File: config.mk
export PLATFORM = sky130hd
export DESIGN_NAME = pipe_mem_arbiter_flat
export DESIGN_NICKNAME = d
export VERILOG_FILES = /design/src/rtl/pipe_mem_arbiter_if.sv /design/src/rtl/pipe_mem_arbiter.sv /design/src/flat_wrapper.sv
export SDC_FILE = /design/constraint.sdc
export NUM_CORES = 1
export LEC_CHECK = 0
export CORE_ASPECT_RATIO = 0.5
export CORE_MARGIN = 1
export CORE_UTILIZATION = 45
export CTS_CLUSTER_DIAMETER = 200
export CTS_CLUSTER_SIZE = 30
export DETAILED_ROUTE_END_ITERATION = 7
export PLACE_DENSITY = 0.84
export SYNTH_ARGS = -nofsm -noshare
export SYNTH_HDL_FRONTEND = slang
export SYNTH_SLANG_ARGS = --single-unit
File: constraint.sdc
create_clock -name clock -period 4.5 [get_ports clock]
set_clock_uncertainty 0.2 [all_clocks]
set_input_delay 0.45 -clock clock [delete_from_list [all_inputs] [get_ports clock]]
set_output_delay 0.45 -clock clock [all_outputs]
set_load 0.01 [all_outputs]
File: src/rtl/pipe_mem_arbiter_if.sv
// Bus bundle between the pipeline's IF/MEM stages, the shared memory and the arbiter.
// The arbiter uses the slave view; the pipeline/memory side uses the master view.
interface pipe_mem_arbiter_if #(
  parameter int unsigned AW = 32
);
  logic          i_req;
  logic [AW-1:0] i_addr;
  logic [31:0]   i_rdata;
  logic          i_ack;
  logic          d_req;
  logic          d_we;
  logic [AW-1:0] d_addr;
  logic [31:0]   d_wdata;
  logic [31:0]   d_rdata;
  logic          d_ack;
  logic          mem_en;
  logic          mem_we;
  logic [AW-1:0] mem_addr;
  logic [31:0]   mem_wdata;
  logic [31:0]   mem_rdata;
  logic          stall;

  modport slave (
    input  i_req, i_addr, d_req, d_we, d_addr, d_wdata, mem_rdata,
    output i_rdata, i_ack, d_rdata, d_ack, mem_en, mem_we, mem_addr, mem_wdata, stall
  );

  modport master (
    output i_req, i_addr, d_req, d_we, d_addr, d_wdata, mem_rdata,
    input  i_rdata, i_ack, d_rdata, d_ack, mem_en, mem_we, mem_addr, mem_wdata, stall
  );
endinterface

File: src/rtl/pipe_mem_arbiter.sv
// Arbitrates one fixed-latency single-port memory between instruction fetch and the
// MEM stage (data has priority), sequences the wait states and returns a one-cycle ack.
module pipe_mem_arbiter #(
  parameter int unsigned WAIT = 2,
  parameter int unsigned AW   = 32
) (
  input  logic                    clock,
  input  logic                    resetn,
  pipe_mem_arbiter_if.slave       bus
);

  typedef enum logic [1:0] {
    ST_IDLE = 2'd0,
    ST_ACC  = 2'd1,
    ST_RESP = 2'd2
  } state_t;

  localparam logic [3:0] CNT_LOAD = 4'(WAIT - 1);

  state_t        state_r, state_s;
  logic          gnt_r, gnt_s;
  logic [3:0]    cnt_r, cnt_s;
  logic [AW-1:0] addr_r, addr_s;
  logic          we_r, we_s;
  logic [31:0]   wdata_r, wdata_s;
  logic          done_s;
  logic [31:0]   i_rdata_r, d_rdata_r;
  logic          i_ack_r, d_ack_r;
  logic          mem_en_r, mem_we_r;

  // Next-state, grant and access-latch selection.
  always_comb begin
    state_s = state_r;
    gnt_s   = gnt_r;
    cnt_s   = cnt_r;
    addr_s  = addr_r;
    we_s    = we_r;
    wdata_s = wdata_r;
    done_s  = 1'b0;
    case (state_r)
      ST_IDLE: begin
        if (bus.d_req) begin
          gnt_s   = 1'b1;
          addr_s  = bus.d_addr;
          we_s    = bus.d_we;
          wdata_s = bus.d_wdata;
          cnt_s   = CNT_LOAD;
          state_s = ST_ACC;
        end else if (bus.i_req) begin
          gnt_s   = 1'b0;
          addr_s  = bus.i_addr;
          we_s    = 1'b0;
          cnt_s   = CNT_LOAD;
          state_s = ST_ACC;
        end else begin
          state_s = ST_IDLE;
        end
      end
      ST_ACC: begin
        // cnt holds at zero on the final cycle so it can never wrap.
        if (cnt_r == 4'd0) begin
          done_s  = 1'b1;
          state_s = ST_RESP;
        end else begin
          cnt_s   = cnt_r - 4'd1;
        end
      end
      ST_RESP: begin
        state_s = ST_IDLE;
      end
      default: begin
        state_s = ST_IDLE;
      end
    endcase
  end

  // State, latches and registered outputs; mem strobes track the upcoming ACC state.
  always_ff @(posedge clock or negedge resetn) begin
    if (!resetn) begin
      state_r   <= ST_IDLE;
      gnt_r     <= 1'b0;
      cnt_r     <= 4'd0;
      addr_r    <= '0;
      we_r      <= 1'b0;
      wdata_r   <= 32'd0;
      i_rdata_r <= 32'd0;
      d_rdata_r <= 32'd0;
      i_ack_r   <= 1'b0;
      d_ack_r   <= 1'b0;
      mem_en_r  <= 1'b0;
      mem_we_r  <= 1'b0;
    end else begin
      state_r  <= state_s;
      gnt_r    <= gnt_s;
      cnt_r    <= cnt_s;
      addr_r   <= addr_s;
      we_r     <= we_s;
      wdata_r  <= wdata_s;
      mem_en_r <= (state_s == ST_ACC);
      mem_we_r <= (state_s == ST_ACC) & we_s;
      i_ack_r  <= done_s & ~gnt_r;
      d_ack_r  <= done_s & gnt_r;
      if (done_s & ~gnt_r) begin
        i_rdata_r <= bus.mem_rdata;
      end
      if (done_s & gnt_r & ~we_r) begin
        d_rdata_r <= bus.mem_rdata;
      end
    end
  end

  assign bus.i_rdata   = i_rdata_r;
  assign bus.d_rdata   = d_rdata_r;
  assign bus.i_ack     = i_ack_r;
  assign bus.d_ack     = d_ack_r;
  assign bus.mem_en    = mem_en_r;
  assign bus.mem_we    = mem_we_r;
  assign bus.mem_addr  = addr_r;
  assign bus.mem_wdata = wdata_r;
  assign bus.stall     = (bus.i_req & ~bus.i_ack) | (bus.d_req & ~bus.d_ack);

endmodule

File: src/flat_wrapper.sv
// flat-port wrapper written by rule: the top's interface ports become plain ports
module pipe_mem_arbiter_flat 
#(
  parameter int unsigned WAIT = 2,
  parameter int unsigned AW   = 32
)
  (clock, resetn, bus_i_req, bus_i_addr, bus_d_req, bus_d_we, bus_d_addr, bus_d_wdata, bus_mem_rdata, bus_i_rdata, bus_i_ack, bus_d_rdata, bus_d_ack, bus_mem_en, bus_mem_we, bus_mem_addr, bus_mem_wdata, bus_stall);
  pipe_mem_arbiter_if #(.AW(AW)) bus_i ();
  input  logic clock;
  input  logic resetn;
  input wire logic [$bits(bus_i.i_req)-1:0] bus_i_req;
  input wire logic [$bits(bus_i.i_addr)-1:0] bus_i_addr;
  input wire logic [$bits(bus_i.d_req)-1:0] bus_d_req;
  input wire logic [$bits(bus_i.d_we)-1:0] bus_d_we;
  input wire logic [$bits(bus_i.d_addr)-1:0] bus_d_addr;
  input wire logic [$bits(bus_i.d_wdata)-1:0] bus_d_wdata;
  input wire logic [$bits(bus_i.mem_rdata)-1:0] bus_mem_rdata;
  output wire logic [$bits(bus_i.i_rdata)-1:0] bus_i_rdata;
  output wire logic [$bits(bus_i.i_ack)-1:0] bus_i_ack;
  output wire logic [$bits(bus_i.d_rdata)-1:0] bus_d_rdata;
  output wire logic [$bits(bus_i.d_ack)-1:0] bus_d_ack;
  output wire logic [$bits(bus_i.mem_en)-1:0] bus_mem_en;
  output wire logic [$bits(bus_i.mem_we)-1:0] bus_mem_we;
  output wire logic [$bits(bus_i.mem_addr)-1:0] bus_mem_addr;
  output wire logic [$bits(bus_i.mem_wdata)-1:0] bus_mem_wdata;
  output wire logic [$bits(bus_i.stall)-1:0] bus_stall;
  assign bus_i.i_req = bus_i_req;
  assign bus_i.i_addr = bus_i_addr;
  assign bus_i.d_req = bus_d_req;
  assign bus_i.d_we = bus_d_we;
  assign bus_i.d_addr = bus_d_addr;
  assign bus_i.d_wdata = bus_d_wdata;
  assign bus_i.mem_rdata = bus_mem_rdata;
  assign bus_i_rdata = bus_i.i_rdata;
  assign bus_i_ack = bus_i.i_ack;
  assign bus_d_rdata = bus_i.d_rdata;
  assign bus_d_ack = bus_i.d_ack;
  assign bus_mem_en = bus_i.mem_en;
  assign bus_mem_we = bus_i.mem_we;
  assign bus_mem_addr = bus_i.mem_addr;
  assign bus_mem_wdata = bus_i.mem_wdata;
  assign bus_stall = bus_i.stall;
  pipe_mem_arbiter #(.WAIT(WAIT), .AW(AW)) u_core (.clock(clock), .resetn(resetn), .bus(bus_i));
endmodule
==> flow_summary_export.csv <==
group,metric,value,unit
worst_setup_path,r2r_slack,1.75,ns
floorplanning,fp.dieH,82.0,microns
timing,whs,-0.000652,ns
cts,insertion_delay,0.40,ns
worst_setup_path,crit_type,"flop to flop",
drt,ant_nets,0,
drt,vias_per_cell,5.03,
pwr,power_frac_clock,21.6,%
floorplanning,dieArea,13300,sq um
drt,wl,14900,microns
timing,rsz0062_at_grt,"false",
timing,slew_headroom,27.2,%
logic_synthesis,synthesis.area,5760,sq um
timing,fin_crit,2.75,ns
layout,multi_input_area,2090,sq um
place,numPortBuffers,265,
drt,drt-initial-drc-count,169,
pwr,p_leak,3.94,nW
cts,htreeDepth,4,
cts,numCtsBuffers,17,
logic_synthesis,synth_simple_gate_area_share,2.09,%
worst_setup_path,crit_end,"u_core.bus.i_rdata[1]$_DFFE_PN0P_",
hold_path,hp-class,"primary input to asynchronous set/reset pin",
logic_synthesis,synth-compound-area-share,7.13,%
timing,tns,0,ns
place,gp_congestion,0.744,
place,place_area,8510,sq um
drt,num_vias,4228,
drt,dr_wl_met3,690,microns
pwr,totalPowerFinal,6.57,mW
pwr,seq_power_share,34.3,%
logic_synthesis,synth_nets,533,
drt,wire_per_inst,17.8,microns
worst_setup_path,timing.rr.start,"u_core.cnt_r[0]$_DFFE_PN0P_",
cts,cts_resized,0,
worst_setup_path,worstPathArrival,2.84,ns
logic_synthesis,syn_inst,398,
worst_setup_path,end_kind,"flop",
layout,final_cell_mix,"263 x clkdlybuf4s50_1, 140 x dfrtp_1, 68 x mux2_2",
worst_setup_path,reg2reg_depth,5,
place,pre_cts_ws,1.76,ns
floorplanning,fp-row-count,28,
logic_synthesis,ys_seq_area_share,60.8,%
place,dp.final_hpwl,10400,microns
drt,drc,0,
grt,grt_usage,23.1,%
pwr,switching_share,30.7,%
logic_synthesis,synth_top_family_by_area,"multiplexers",
layout,layout.nets,798,
logic_synthesis,synth.area.mux_share,26.4,%
cts,holdBufCountCts,0,
drt,top_layer,"met4",
timing,hold_viol_final,2,
logic_synthesis,avgSynthCellArea,14.5,sq um
layout,area_growth,58.1,%
logic_synthesis,synth-xor-area-share,0,%
timing,fmax,0.364,GHz
timing,finalSetupViolations,0,
pwr,p_int,4.55,mW
worst_setup_path,critPathRequiredTime,4.59,ns
logic_synthesis,ys_types,32,
cts,clkTransAtPathRegs,0.06,ns
place,dp_cells,809,
grt,grt_pass1_wl,23300,microns
floorplanning,ios,266,
pwr,ir_drop,0.324,mV
pwr,power.switching,2.02,mW
cts,cts_tree,"built",
cts,cts_setup_buffers,0,
logic_synthesis,yosysTopAreaCell,"dfrtp_1",
floorplanning,start_util,47.5,%
layout,drive_above_1_share,20.6,%
cts,cts.sinks,140,
grt,grt_start_max_net_pins,115,
drt,met2WireLength,7800,microns
pwr,combPwrFrac,44.1,%
worst_setup_path,crit_start,"u_core.cnt_r[0]$_DFFE_PN0P_",
timing,min_period_over_period,61.1,%
logic_synthesis,synth_area_leaders,"dfrtp_1 61%, mux2_2 13%, mux2_4 7.6%, o21ai_0 5.7%, mux2i_1 5.6%",
logic_synthesis,synth-seq-cells,140,
logic_synthesis,yosys.area.top_type_share,60.8,%
cts,clock_path_buffers,2,
logic_synthesis,yosysWarnings,0,
drt,drt-met1-wl,6060,microns
layout,final_common_cell,"clkdlybuf4s50_1",
layout,num_antenna_cells,0,
timing,setup_ws,1.75,ns
grt,grt_overflow,0,
floorplanning,fp.dieW,162,microns
grt,antenna_found_initial,0,
grt,grt_pass1_vias,4504,
worst_setup_path,cp_max_fo,33,
drt,first_pass_iters,4,
outcome,violations,"hold timing",
worst_setup_path,cp-start-kind,"flop",
layout,fillers,818,
worst_setup_path,crit-reg2reg-capture,"u_core.bus.i_rdata[1]$_DFFE_PN0P_",
timing,finalMaxSlewViolations,0,
logic_synthesis,synthAdderAreaFrac,0.435,%
cts,root_buffer,"clkbuf_16",
timing,worst_pin_slew,1.09,ns
layout,final_util,75.1,%
job,cap_viol_max_count,0,
layout,fin_cells,841,
outcome,status,"finished, violations left",
pwr,power_density,722,nW/um^2
layout,final_area,9100,sq um
layout,ff_latch_area,3500,sq um
floorplanning,coreArea,12100,sq um
==> flip-flops by register name, indices dropped and copies added (netlist names) <==
| register | cells |
|---|---|
| u_core.bus.mem_en | 1 |
| u_core.we_r | 1 |
| u_core.bus.d_rdata | 32 |
| u_core.bus.mem_we | 1 |
| u_core.gnt_r | 1 |
| u_core.bus.i_ack | 1 |
| u_core.bus.d_ack | 1 |
| u_core.bus.mem_addr | 32 |
| u_core.state_r | 2 |
| u_core.cnt_r | 4 |
| u_core.bus.i_rdata | 32 |
| u_core.bus.mem_wdata | 32 |
==> power groups by stage <==
stage	Sequential [mW]	Clock, mW	Combinational [mW]
after floorplan	2.50	0	1.05
after global placement	2.23	0	2.85
after detailed placement	2.24	0	2.93
after CTS	2.25	1.43	2.94
after global routing	2.33	1.49	3.09
final	2.25	1.42	2.90
==> metal layers <==
| layer | vias up | global-route usage [%] |
|---|---|---|
| met4 | 0 | 10.4 |
| met1 | 2118 | 27.1 |
| li1 | 1954 | - |
| met5 | - | 0 |
| met2 | 130 | 41.3 |
| met3 | 26 | 5.40 |
==> cell families (layout without fill, tap and decap cells) <==
family / after synthesis / count (layout)
AND/OR/NAND/NOR: 20 / 20
buffers and inverters: 30 / 308
multiplexers: 129 / 129
flip-flops: 140 / 140
adder cells (fa/ha/maj): 2 / 2
AO/OA/AOI/OAI: 77 / 77
==> synth_stat cells (all sizes together) <==
library cell,n
or3b,1
mux2i,32
dfrtp,140
clkbuf,10
a21o,1
mux2,97
nand2b,1
a32o,2
a21boi,2
o21ai,67
o22ai,3
nor2,3
buf,14
a21oi,1
nor3b,2
or2,1
ha,2
nand2,5
and3,1
inv,6
and2b,1
or3,1
nor2b,1
nand4b,1
nor3,2
o221ai,1
==> cell type report <==
| class | count | area share (%) |
|---|---|---|
| clock inverter | 11 | 1.58 |
| sequential | 140 | 38.5 |
| timing repair buffer | 270 | 29.5 |
| tap | 165 | 2.27 |
| inverter | 6 | 0.247 |
| clock buffer | 21 | 4.95 |
| multi-input combinational | 228 | 23.0 |
==> how the worst min path moves through the flow <==
stage,from,endpoint,slack (ns),cells past startpoint
after global placement,u_core.bus.mem_addr[9]$_DFFE_PN0P_,u_core.bus.mem_addr[9]$_DFFE_PN0P_,0.29,2
after detailed placement,u_core.bus.d_rdata[2]$_DFFE_PN0P_,u_core.bus.d_rdata[2]$_DFFE_PN0P_,0.29,1
after floorplan,resetn,u_core.bus.d_ack$_DFF_PN0_,-0.05,0
after global routing,resetn,u_core.bus.mem_addr[14]$_DFFE_PN0P_,0.08,1
final,resetn,u_core.bus.mem_addr[18]$_DFFE_PN0P_,-0.0007,1
after CTS,resetn,u_core.bus.mem_addr[18]$_DFFE_PN0P_,0.04,1
==> critical path: stages (launching register included) <==
cell	delay (ns)
dfrtp_1	0.37
inv_1	0.11
ha_1	0.20
or3b_4	0.40
or3_2	0.88
mux2_4	0.46
(Power assumes the default switching activity.)
